--- src/rtl/pipe_run_ctrl_if.sv ---
// pipe_run_ctrl_if -- handshake/bus bundle between a run-control master
// (board logic or bench) and the pipe_run_ctrl block.
//
// Parameters: CNT_W (cycle counter / budget width), DIV_W (divider width).
// Signals:
//   start, step, stop, budget, div, halt_req, heartbeat  master -> controller
//   cpu_en, cycle_count, state, done, timeout, wdog_fired controller -> master
interface pipe_run_ctrl_if #(
   parameter int unsigned CNT_W = 32,
   parameter int unsigned DIV_W = 4
);
   logic             start;
   logic             step;
   logic             stop;
   logic [CNT_W-1:0] budget;
   logic [DIV_W-1:0] div;
   logic             halt_req;
   logic             heartbeat;
   logic             cpu_en;
   logic [CNT_W-1:0] cycle_count;
   logic [1:0]       state;
   logic             done;
   logic             timeout;
   logic             wdog_fired;

   modport master (
      output start, step, stop, budget, div, halt_req, heartbeat,
      input  cpu_en, cycle_count, state, done, timeout, wdog_fired
   );

   modport slave (
      input  start, step, stop, budget, div, halt_req, heartbeat,
      output cpu_en, cycle_count, state, done, timeout, wdog_fired
   );
endinterface

--- src/rtl/pipe_run_ctrl.sv ---
// pipe_run_ctrl -- run controller producing a registered clock-enable for a
// pipeline core. Supports free-run and single-step, a programmable enable
// divider, a cycle budget, core halt requests and an external stop.
//
// Ports:
//   clk  system clock, rising edge
//   rst  asynchronous active-high reset
//   bus  pipe_run_ctrl_if.slave: start/step/stop/budget/div/halt_req/heartbeat
//        in; cpu_en/cycle_count/state/done/timeout/wdog_fired out
//
// Build option: define PIPE_RUN_WATCHDOG_EN to add the heartbeat watchdog.
// Without it, heartbeat is ignored and wdog_fired is constant 0.
module pipe_run_ctrl #(
   parameter int unsigned CNT_W      = 32,
   parameter int unsigned DIV_W      = 4,
   parameter int unsigned WDOG_LIMIT = 64
) (
   input  logic           clk,
   input  logic           rst,
   pipe_run_ctrl_if.slave bus
);

   if (WDOG_LIMIT < 1) begin : g_bad_wdog_limit
      $error("pipe_run_ctrl: WDOG_LIMIT must be at least 1");
   end

   typedef enum logic [1:0] {
      IDLE   = 2'd0,
      RUN    = 2'd1,
      STEP   = 2'd2,
      HALTED = 2'd3
   } state_t;

   state_t           cur_state, nxt_state;
   logic             cpu_en_r, nxt_en;
   logic [CNT_W-1:0] count_r, nxt_count;
   logic [CNT_W-1:0] budget_r, nxt_budget;
   logic [DIV_W-1:0] div_r, nxt_div;
   logic [DIV_W-1:0] div_cnt, nxt_div_cnt;
   logic             done_r, nxt_done;
   logic             timeout_r, nxt_timeout;
   logic             budget_hit;

`ifdef PIPE_RUN_WATCHDOG_EN
   localparam int unsigned WCNT_W = $clog2(WDOG_LIMIT + 1);
   logic [WCNT_W-1:0] wcnt, nxt_wcnt;
   logic              wdog_r, nxt_wdog;
`endif

   // Budget is checked against the registered count, so the final pulse is
   // visible for a full cycle and the stop happens on the following edge.
   assign budget_hit = (budget_r != '0) && (count_r == budget_r);

   always_comb begin
      nxt_state   = cur_state;
      nxt_en      = 1'b0;
      nxt_count   = count_r;
      nxt_budget  = budget_r;
      nxt_div     = div_r;
      nxt_div_cnt = div_cnt;
      nxt_done    = done_r;
      nxt_timeout = timeout_r;
`ifdef PIPE_RUN_WATCHDOG_EN
      nxt_wcnt    = wcnt;
      nxt_wdog    = wdog_r;
`endif
      case (cur_state)
         IDLE, HALTED: begin
            if (bus.stop) begin
               nxt_state = IDLE;
            end else if (bus.start || bus.step) begin
               nxt_state   = bus.start ? RUN : STEP;
               nxt_budget  = bus.budget;
               nxt_div     = bus.div;
               nxt_count   = '0;
               nxt_div_cnt = '0;
               nxt_done    = 1'b0;
               nxt_timeout = 1'b0;
`ifdef PIPE_RUN_WATCHDOG_EN
               nxt_wcnt    = '0;
               nxt_wdog    = 1'b0;
`endif
            end
         end
         default: begin
            if (bus.stop) begin
               nxt_state = IDLE;
            end else if (bus.halt_req) begin
               nxt_state = HALTED;
               nxt_done  = 1'b1;
            end else if (budget_hit) begin
               nxt_state   = HALTED;
               nxt_timeout = 1'b1;
`ifdef PIPE_RUN_WATCHDOG_EN
            end else if (wcnt >= WCNT_W'(WDOG_LIMIT)) begin
               nxt_state = HALTED;
               nxt_wdog  = 1'b1;
`endif
            end else if ((cur_state == STEP) && cpu_en_r) begin
               // The single step pulse was issued last edge.
               nxt_state = IDLE;
            end else if (div_cnt == div_r) begin
               nxt_div_cnt = '0;
               nxt_en      = 1'b1;
               if (count_r != '1) begin
                  nxt_count = count_r + CNT_W'(1);
               end
`ifdef PIPE_RUN_WATCHDOG_EN
               nxt_wcnt = wcnt + WCNT_W'(1);
`endif
            end else begin
               nxt_div_cnt = div_cnt + DIV_W'(1);
            end
         end
      endcase
`ifdef PIPE_RUN_WATCHDOG_EN
      if (bus.heartbeat) begin
         nxt_wcnt = '0;
      end
`endif
   end

   always_ff @(posedge clk or posedge rst) begin
      if (rst) begin
         cur_state <= IDLE;
         cpu_en_r  <= 1'b0;
         count_r   <= '0;
         budget_r  <= '0;
         div_r     <= '0;
         div_cnt   <= '0;
         done_r    <= 1'b0;
         timeout_r <= 1'b0;
      end else begin
         cur_state <= nxt_state;
         cpu_en_r  <= nxt_en;
         count_r   <= nxt_count;
         budget_r  <= nxt_budget;
         div_r     <= nxt_div;
         div_cnt   <= nxt_div_cnt;
         done_r    <= nxt_done;
         timeout_r <= nxt_timeout;
      end
   end

`ifdef PIPE_RUN_WATCHDOG_EN
   always_ff @(posedge clk or posedge rst) begin
      if (rst) begin
         wcnt   <= '0;
         wdog_r <= 1'b0;
      end else begin
         wcnt   <= nxt_wcnt;
         wdog_r <= nxt_wdog;
      end
   end

   assign bus.wdog_fired = wdog_r;
`else
   assign bus.wdog_fired = 1'b0;
`endif

   assign bus.cpu_en      = cpu_en_r;
   assign bus.cycle_count = count_r;
   assign bus.state       = cur_state;
   assign bus.done        = done_r;
   assign bus.timeout     = timeout_r;

endmodule
--- src/flat_wrapper.sv ---
// flat-port wrapper written by rule: the top's interface ports become plain ports
module pipe_run_ctrl_flat 
#(
   parameter int unsigned CNT_W      = 32,
   parameter int unsigned DIV_W      = 4,
   parameter int unsigned WDOG_LIMIT = 64
)
  (clk, rst, bus_start, bus_step, bus_stop, bus_budget, bus_div, bus_halt_req, bus_heartbeat, bus_cpu_en, bus_cycle_count, bus_state, bus_done, bus_timeout, bus_wdog_fired);
  pipe_run_ctrl_if #(.CNT_W(CNT_W), .DIV_W(DIV_W)) bus_i ();
  input  logic clk;
  input  logic rst;
  input wire logic [$bits(bus_i.start)-1:0] bus_start;
  input wire logic [$bits(bus_i.step)-1:0] bus_step;
  input wire logic [$bits(bus_i.stop)-1:0] bus_stop;
  input wire logic [$bits(bus_i.budget)-1:0] bus_budget;
  input wire logic [$bits(bus_i.div)-1:0] bus_div;
  input wire logic [$bits(bus_i.halt_req)-1:0] bus_halt_req;
  input wire logic [$bits(bus_i.heartbeat)-1:0] bus_heartbeat;
  output wire logic [$bits(bus_i.cpu_en)-1:0] bus_cpu_en;
  output wire logic [$bits(bus_i.cycle_count)-1:0] bus_cycle_count;
  output wire logic [$bits(bus_i.state)-1:0] bus_state;
  output wire logic [$bits(bus_i.done)-1:0] bus_done;
  output wire logic [$bits(bus_i.timeout)-1:0] bus_timeout;
  output wire logic [$bits(bus_i.wdog_fired)-1:0] bus_wdog_fired;
  assign bus_i.start = bus_start;
  assign bus_i.step = bus_step;
  assign bus_i.stop = bus_stop;
  assign bus_i.budget = bus_budget;
  assign bus_i.div = bus_div;
  assign bus_i.halt_req = bus_halt_req;
  assign bus_i.heartbeat = bus_heartbeat;
  assign bus_cpu_en = bus_i.cpu_en;
  assign bus_cycle_count = bus_i.cycle_count;
  assign bus_state = bus_i.state;
  assign bus_done = bus_i.done;
  assign bus_timeout = bus_i.timeout;
  assign bus_wdog_fired = bus_i.wdog_fired;
  pipe_run_ctrl #(.CNT_W(CNT_W), .DIV_W(DIV_W), .WDOG_LIMIT(WDOG_LIMIT)) u_core (.clk(clk), .rst(rst), .bus(bus_i));
endmodule
--- config.mk ---
export PLATFORM = sky130hd
export DESIGN_NAME = pipe_run_ctrl_flat
export DESIGN_NICKNAME = d
export VERILOG_FILES = /design/src/rtl/pipe_run_ctrl_if.sv /design/src/rtl/pipe_run_ctrl.sv /design/src/flat_wrapper.sv
export SDC_FILE = /design/constraint.sdc
export NUM_CORES = 1
export LEC_CHECK = 0
export ABC_AREA = 1
export CORE_MARGIN = 2
export CORE_UTILIZATION = 40
export CTS_BUF_LIST = sky130_fd_sc_hd__clkbuf_4
export DETAILED_ROUTE_END_ITERATION = 7
export SLEW_MARGIN = 15
export SYNTH_ARGS = -nofsm -noshare
export SYNTH_HDL_FRONTEND = slang
export SYNTH_SLANG_ARGS = --single-unit
export TNS_END_PERCENT = 10
--- constraint.sdc ---
create_clock -name clk -period 3.5 [get_ports clk]
set_input_delay 0.7 -clock clk [delete_from_list [all_inputs] [get_ports clk]]
set_output_delay 0.7 -clock clk [all_outputs]
set_load 0.02 [all_outputs]
==> results of run 1 <==
[sequential cells by signal, indices dropped and copies added, names as in the netlist]
signal	flops
u_core.bus.cpu_en	1
u_core.div_cnt	4
u_core.bus.done	1
u_core.bus.timeout	1
u_core.div_r	4
u_core.bus.cycle_count	32
u_core.budget_r	32
u_core.bus.state	2
[cells by family (layout without fill, tap and decap cells)]
| kind of cell | after synthesis | in the layout | share of synthesized area |
|---|---|---|---|
| adder cells (fa/ha/maj) | 3 | 3 | 0.00721 |
| buffers and inverters | 101 | 173 | 0.0894 |
| flip-flops | 77 | 77 | 0.370 |
| other | 1 | 1 | 0.000720 |
| AO/OA/AOI/OAI | 26 | 26 | 0.0293 |
| AND/OR/NAND/NOR | 534 | 534 | 0.437 |
| XOR/XNOR | 38 | 38 | 0.0668 |
[through the flow]
| step | utilization | hold WS, ns | std cells | power (uW) | instance area, sq um |
|---|---|---|---|---|---|
| after floorplan | - | 0.461 | 780 | 2580 | 5210 |
| after global placement | 0.480 | 0.491 | 1008 | 2990 | 6080 |
| after detailed placement | 0.480 | 0.500 | 1008 | 3030 | 6080 |
| after CTS | 0.489 | 0.531 | 1024 | 3530 | 6190 |
| after global routing | 0.489 | 0.555 | 1024 | 3790 | 6190 |
| final | 0.489 | 0.519 | 1024 | 3480 | 6190 |
[path summary, 6_finish.rpt]
kind,slack [ns],cells after the start,end,startpoint
setup / recovery,1.06,9,u_core.bus.cycle_count[5]$_DFFE_PP0P_,u_core.budget_r[31]$_DFFE_PP0P_
hold / removal,0.52,1,u_core.bus.done$_DFFE_PP0P_,u_core.bus.done$_DFFE_PP0P_
setup reg to reg,1.06,9,u_core.bus.cycle_count[5]$_DFFE_PP0P_,u_core.budget_r[31]$_DFFE_PP0P_
hold reg to reg,0.52,1,u_core.bus.done$_DFFE_PP0P_,u_core.bus.done$_DFFE_PP0P_
max in group asynchronous,2.06,3,u_core.budget_r[0]$_DFFE_PP0P_,rst
min in group asynchronous,0.63,2,u_core.budget_r[7]$_DFFE_PP0P_,rst
[placed cells by master (no fill, tap or decap), types with 3 or more instances in the layout]
cell / n
sky130_fd_sc_hd__a21oi_1: 5
sky130_fd_sc_hd__buf_4: 10
sky130_fd_sc_hd__clkbuf_4: 10
sky130_fd_sc_hd__clkdlybuf4s50_1: 78
sky130_fd_sc_hd__clkinv_1: 3
sky130_fd_sc_hd__clkinv_2: 3
sky130_fd_sc_hd__dfrtp_1: 77
sky130_fd_sc_hd__ha_1: 3
sky130_fd_sc_hd__inv_1: 62
sky130_fd_sc_hd__inv_2: 4
sky130_fd_sc_hd__nand2_1: 317
sky130_fd_sc_hd__nand2_2: 5
sky130_fd_sc_hd__nand3_1: 26
sky130_fd_sc_hd__nand4_1: 48
sky130_fd_sc_hd__nor2_1: 110
sky130_fd_sc_hd__nor2_4: 5
sky130_fd_sc_hd__nor3_1: 14
sky130_fd_sc_hd__o21ai_0: 16
sky130_fd_sc_hd__xnor2_1: 23
sky130_fd_sc_hd__xor2_1: 13
[report_power, final]
group          switching, uW  internal [uW]  leakage, uW
Clock                    334            153    0.0000661
Combinational           1050            549      0.00173
Sequential               264           1130      0.00101
[routing by layer]
metal / track usage / vias to the layer above / wire [microns]
met1: 0.314 / 2326 / 7440
met2: 0.372 / 134 / 7040
met4: 0.107 / 0 / 469
met5: 0 / - / 0
met3: 0.0354 / 24 / 733
li1: - / 2572 / -
[cell type report]
type / count / area, sq um / area share
clock buffers: 10 / 75.1 / 0.0121
multi-input cells: 602 / 2820 / 0.455
well taps: 172 / 215 / 0.0348
inverters: 69 / 259 / 0.0418
flip-flops and latches: 77 / 1930 / 0.311
repair buffers: 88 / 856 / 0.138
clock inverters: 6 / 40.0 / 0.00647
==> reports/summary.log, run 1 <==
INFO  worst_setup_path crit_path_cell_trace=nor2_1 > nand4_1 > nor3_1 > nand2_1 > nand4_4 > buf_4 > nand3_4 > nand2_1 > nand2_1
INFO  sta            finalHoldViolCount=0
INFO  die            placeable_area=12,700squm
INFO  finish         drive_gt1_frac=0.0575
INFO  power_and_ir_drop power_leakage=0.00281uW
INFO  route          antenna_violating_nets_post_route=0
INFO  global_route   grt_util_all_layers=0.234
INFO  die            fp.dieW=118microns
INFO  finish         synthToLayoutAreaGrowth=18.9%
INFO  synthesis      yosysMostFrequentCell=sky130_fd_sc_hd__nand2_1
INFO  synthesis      ys_seq_elements=77
INFO  synthesis      synth.area.top_cells=sky130_fd_sc_hd__dfrtp_1 (37%), sky130_fd_sc_hd__nand2_1 (23%), sky130_fd_sc_hd__nor2_1 (7.9%), sky130_fd_sc_hd__nand4_1 (5.8%), sky130_fd_sc_hd__inv_1 (4.5%)
INFO  sta            slew_viol_final=0
INFO  die            rows=41
INFO  sta            accumulated_negative_setup_slack=0ns
INFO  clocking       tritoncts=built
INFO  worst_setup_path critical_path_peak_fanout=38
INFO  finish         total_nets_final=893
INFO  die            top_level_ports=81
INFO  synthesis      post_synth.cell_area_avg=6.68squm
INFO  sta            fmaxAchievable=0.410GHz
INFO  status         outcome=finished clean
INFO  worst_setup_path end_kind=flip-flop
INFO  route          drc_errors=0
INFO  finish         num_antenna_cells=0
INFO  clocking       cts_root_buf=sky130_fd_sc_hd__clkbuf_4
INFO  route          detailedRoute.firstPassIterationCount=5
INFO  power_and_ir_drop ir_worst_vdd=0.371mV
INFO  die            fp.dieH=118microns
INFO  synthesis      number_of_instances_in_the_synthesized_netlist=780
INFO  worst_setup_path path_common_cell=sky130_fd_sc_hd__nand2_1
INFO  place          placement.setup.worst_slack=1.01ns
INFO  min_path       path_class_of_the_lowest_slack_min_delay_path=flip-flop to flip-flop
INFO  synthesis      post-synth-top-area-cell=sky130_fd_sc_hd__dfrtp_1
INFO  worst_setup_path worst-endpoint-required=3.85ns
INFO  worst_setup_path worst_setup_path_start_kind=flip-flop
INFO  power_and_ir_drop power_density_over_cell_area=562nW/um^2
INFO  clocking       cts_buffers=9
INFO  worst_setup_path cp.buffers_inverters=1
INFO  synthesis      synth_largest_type_area_fraction=0.370
INFO  synthesis      synthFlopType=sky130_fd_sc_hd__dfrtp_1
INFO  place          post-dp-hpwl=12,200microns
INFO  sta            grt_setup_unrepaired=false
INFO  global_route   number_of_global_route_vias_before_repair=4,957
INFO  clocking       clk_latency=0.44ns
INFO  route          detail_route.wirelength=15,700microns
INFO  global_route   grt_start_max_net_pins=54
INFO  sta            fin_skew=0.0135ns
INFO  place          globalplace.congestion=0.928
INFO  worst_setup_path worst-endpoint-arrival=2.78ns
INFO  clocking       hold_buffers=0
INFO  worst_setup_path crit_type=flip-flop to flip-flop
INFO  clocking       cts_resized=0
INFO  route          detailedRoute.firstIterationViolations=250
INFO  die            fp.dieArea=13,900squm
INFO  clocking       htree_levels=3
INFO  worst_setup_path cp_top_family=simple AND/OR/NAND/NOR gates
INFO  clocking       clkSlewWorstSetupHoldPaths=0.13ns
INFO  synthesis      syn_nets=826
INFO  clocking       tritoncts_num_sinks=77
INFO  global_route   grt_first_pass_wirelength=25,400microns
INFO  sta            worst_slack=1.06ns
INFO  synthesis      ys_top_cells_by_count=sky130_fd_sc_hd__nand2_1 (317), sky130_fd_sc_hd__nor2_1 (110), sky130_fd_sc_hd__dfrtp_1 (77)
INFO  finish         fill_cells=1,348
INFO  synthesis      synth_enable_flop_cells=0
INFO  synthesis      synth.distinct_cells=35
INFO  synthesis      synth_warnings=0
INFO  route          vias=5,056
INFO  synthesis      proportion_of_synthesized_flip_flops_having_asynchronous_set_or_reset=1.00
INFO  worst_setup_path max_stage_delay=0.46ns
INFO  die            initial_core_utilization=0.411
INFO  clocking       ctsLongestPathBuffers=2
INFO  clocking       post-cts-setup-buffers=0
INFO  flow_run       timing.max_cap.violations=0
INFO  route          viasPerCell=4.94
INFO  sta            finalWorstPathRequiredPeriod=2.44ns
INFO  route          routedWlPerCell=15.3microns
INFO  sta            timing_worst_slew_pin_value=0.721ns
INFO  sta            relSlewSlack=0.516
INFO  global_route   grt-ovfl-total=0
INFO  synthesis      syn-cell-area=5210squm
INFO  sta            post-route-period-util=0.696
INFO  sta            setup_viol_count_final=0
INFO  place          placement.io_buffers=78
INFO  synthesis      ys_seq_area_frac=0.370
INFO  global_route   antenna_violations_before_repair=0
INFO  worst_setup_path worst_path_max_delay_cell=sky130_fd_sc_hd__dfrtp_1
Note: power is estimated with default switching activity, not from simulation.
==> run 2: changes to the inputs <==
==> constraint.sdc (replaced) <==
create_clock -name clk -period 2.5 [get_ports clk]
set_input_delay 0.5 -clock clk [delete_from_list [all_inputs] [get_ports clk]]
set_output_delay 0.5 -clock clk [all_outputs]
set_load 0.02 [all_outputs]
==> reports/summary.log, run 2 (same netlist as run 1, synthesis figures left out) <==
INFO  finish         synthToLayoutAreaGrowth=20.7%
INFO  route          routedWlPerCell=15.2microns
INFO  clocking       cts_root_buf=sky130_fd_sc_hd__clkbuf_4
INFO  global_route   grt_util_all_layers=0.241
INFO  clocking       tritoncts_num_sinks=77
INFO  worst_setup_path worst_path_max_delay_cell=sky130_fd_sc_hd__dfrtp_1
INFO  clocking       post-cts-setup-buffers=0
INFO  clocking       ctsLongestPathBuffers=2
INFO  power_and_ir_drop switching_share=0.466
INFO  sta            timing_worst_slew_pin_value=0.665ns
INFO  route          detailedRoute.firstPassIterationCount=5
INFO  sta            final.hold.worst_slack=0.432ns
INFO  place          placedCellCount=1,016
INFO  global_route   antenna_violations_before_repair=0
INFO  route          drc_errors=0
INFO  die            fp.dieArea=13,900squm
INFO  sta            accumulated_negative_setup_slack=0ns
INFO  finish         instances_no_fill=1,032
INFO  worst_setup_path path_common_cell=sky130_fd_sc_hd__nand2_1
INFO  flow_run       timing.max_cap.violations=0
INFO  finish         drive_gt1_frac=0.0651
INFO  worst_setup_path critical_path_peak_fanout=32
INFO  power_and_ir_drop power_density_over_cell_area=797nW/um^2
INFO  clocking       tritoncts=built
INFO  place          placement.io_buffers=78
INFO  worst_setup_path max_stage_delay=0.50ns
INFO  finish         num_antenna_cells=0
INFO  clocking       cts_buffers=9
INFO  global_route   grt_start_max_net_pins=78
INFO  die            top_level_ports=81
INFO  die            fp.dieW=118microns
INFO  power_and_ir_drop power.clock.fraction=0.157
INFO  worst_setup_path ff2ff_setup_slack=0.24ns
INFO  sta            fmaxAchievable=0.443GHz
INFO  power_and_ir_drop ir_worst_vdd=0.365mV
INFO  power_and_ir_drop combinational_share_of_power=0.461
INFO  status         outcome=finished clean
INFO  sta            slew_viol_final=0
INFO  global_route   grt-ovfl-total=0
INFO  sta            setup_viol_count_final=0
INFO  clocking       htree_levels=3
INFO  worst_setup_path worst_setup_path_start_kind=flip-flop
INFO  clocking       clkSlewWorstSetupHoldPaths=0.14ns
INFO  worst_setup_path worst-endpoint-required=2.86ns
INFO  route          antenna_violating_nets_post_route=0
INFO  clocking       clk_latency=0.47ns
INFO  worst_setup_path worst-endpoint-arrival=2.62ns
INFO  clocking       cts_resized=0
INFO  worst_setup_path crit_type=flip-flop to flip-flop
INFO  route          vias=5,121
INFO  global_route   number_of_global_route_vias_before_repair=5,110
INFO  sta            finalWorstPathRequiredPeriod=2.26ns
INFO  route          detailedRoute.firstIterationViolations=304
INFO  die            fp.dieH=118microns
INFO  finish         total_nets_final=901
INFO  power_and_ir_drop seq_power_share=0.382
INFO  die            placeable_area=12,700squm
INFO  finish         most_common_library_cell_in_the_layout_ignoring_fill_and_taps=sky130_fd_sc_hd__nand2_1
INFO  clocking       hold_buffers=0
INFO  worst_setup_path cp.buffers_inverters=1
INFO  route          viasPerCell=4.96
INFO  route          detail_route.wirelength=15,700microns
INFO  worst_setup_path crit_path_cell_trace=ha_1 > nand2_1 > nor2_4 > nand2_2 > nor2_4 > nand4_1 > nand2_1 > a21oi_4 > buf_4 > nand4_1 > nand2_1
INFO  worst_setup_path r2r_end=u_core.bus.cycle_count[10]$_DFFE_PP0P_
INFO  sta            post-route-period-util=0.902
INFO  global_route   grt_first_pass_wirelength=26,400microns
INFO  min_path       path_class_of_the_lowest_slack_min_delay_path=input pin to asynchronous set/reset pin
INFO  sta            finalHoldViolCount=0
INFO  finish         top_library_cells_by_usage_in_the_layout_fill_and_taps_aside=sky130_fd_sc_hd__nand2_1 (317), sky130_fd_sc_hd__nor2_1 (110), sky130_fd_sc_hd__clkdlybuf4s50_1 (78)
INFO  sta            relSlewSlack=0.556
INFO  worst_setup_path worst-r2r-cell-count=11
INFO  power_and_ir_drop p_sw=2330uW
INFO  worst_setup_path cp_top_family=simple AND/OR/NAND/NOR gates
INFO  power_and_ir_drop power_leakage=0.00285uW
INFO  place          globalplace.congestion=0.940
INFO  sta            grt_setup_unrepaired=false
INFO  power_and_ir_drop cellInternalPower=2670uW
INFO  sta            fin_skew=0.0103ns
INFO  die            rows=41
INFO  worst_setup_path worst_r2r_startpoint=u_core.bus.cycle_count[1]$_DFFE_PP0P_
INFO  die            initial_core_utilization=0.411
INFO  place          post-dp-hpwl=12,000microns
INFO  worst_setup_path end_kind=flip-flop
-- run 2: cell types whose count changed in the layout (fill, tap and decap cells not counted) --
cell,delta
sky130_fd_sc_hd__buf_12,+1
sky130_fd_sc_hd__clkinvlp_4,+2
sky130_fd_sc_hd__clkinv_4,-2
sky130_fd_sc_hd__bufinv_16,+1
sky130_fd_sc_hd__clkinv_2,-1
sky130_fd_sc_hd__buf_4,+7
sky130_fd_sc_hd__clkinv_1,+1
sky130_fd_sc_hd__clkbuf_4,-1
-- run 2: how the worst max path moves through the flow --
stage | endpoint | start | depth (start not counted)
3_5_place_dp | u_core.bus.cycle_count[8]$_DFFE_PP0P_ | u_core.bus.cycle_count[1]$_DFFE_PP0P_ | 11
4_1_cts | bus_cycle_count[28] | u_core.bus.cycle_count[28]$_DFFE_PP0P_ | 2
2_1_floorplan | u_core.budget_r[0]$_DFFE_PP0P_ | rst | 1
5_1_grt | u_core.bus.cycle_count[21]$_DFFE_PP0P_ | u_core.bus.cycle_count[1]$_DFFE_PP0P_ | 11
3_3_place_gp | u_core.bus.cycle_count[30]$_DFFE_PP0P_ | u_core.bus.cycle_count[1]$_DFFE_PP0P_ | 11
6_report | u_core.bus.cycle_count[10]$_DFFE_PP0P_ | u_core.bus.cycle_count[1]$_DFFE_PP0P_ | 11
-- run 2: worst register-to-register path, cell delays in order, from the launching register on --
cell and delay (ns):
sky130_fd_sc_hd__dfrtp_1 0.50, sky130_fd_sc_hd__ha_1 0.24, sky130_fd_sc_hd__nand2_1 0.14, sky130_fd_sc_hd__nor2_4 0.17, sky130_fd_sc_hd__nand2_2 0.11, sky130_fd_sc_hd__nor2_4 0.16
sky130_fd_sc_hd__nand4_1 0.14, sky130_fd_sc_hd__nand2_1 0.14, sky130_fd_sc_hd__a21oi_4 0.07, sky130_fd_sc_hd__buf_4 0.25, sky130_fd_sc_hd__nand4_1 0.18, sky130_fd_sc_hd__nand2_1 0.06
-- run 2: routing by layer --
layer	share of wire	track usage	up-vias
li1	-	-	2594
met1	0.48	0.331	2374
met2	0.45	0.377	124
met3	0.038	0.0329	29
met4	0.030	0.105	0
met5	0	0	-
-- run 2: layout make-up --
cell class                      instances  area (sq um)
Tap cell                              172           215
Fill cell                            1332          6390
Sequential cell                        77          1930
Timing Repair Buffer                   96           928
Multi-Input combinational cell        602          2820
Clock buffer                            9          67.6
Clock inverter                          7          66.3
Inverter                               69           259
-- run 2: per-stage QoR --
step                utilization  area (sq um)  power, uW  setup WS (ns)
finish                    0.496          6280       5010          0.244
global route              0.496          6280       5460         0.0381
CTS                       0.496          6280       5060          0.212
detailed placement        0.485          6150       4260          0.292
global placement          0.485          6150       4200          0.341
floorplan                     -          5210       3610         0.0333
-- run 2: power groups by stage --
stage               Clock (uW)  Combinational [uW]  Sequential (uW)
finish                     787                2310             1910
global route               861                2640             1970
CTS                        813                2330             1910
detailed placement           0                2320             1940
global placement             0                2270             1930
floorplan                    0                1720             1890
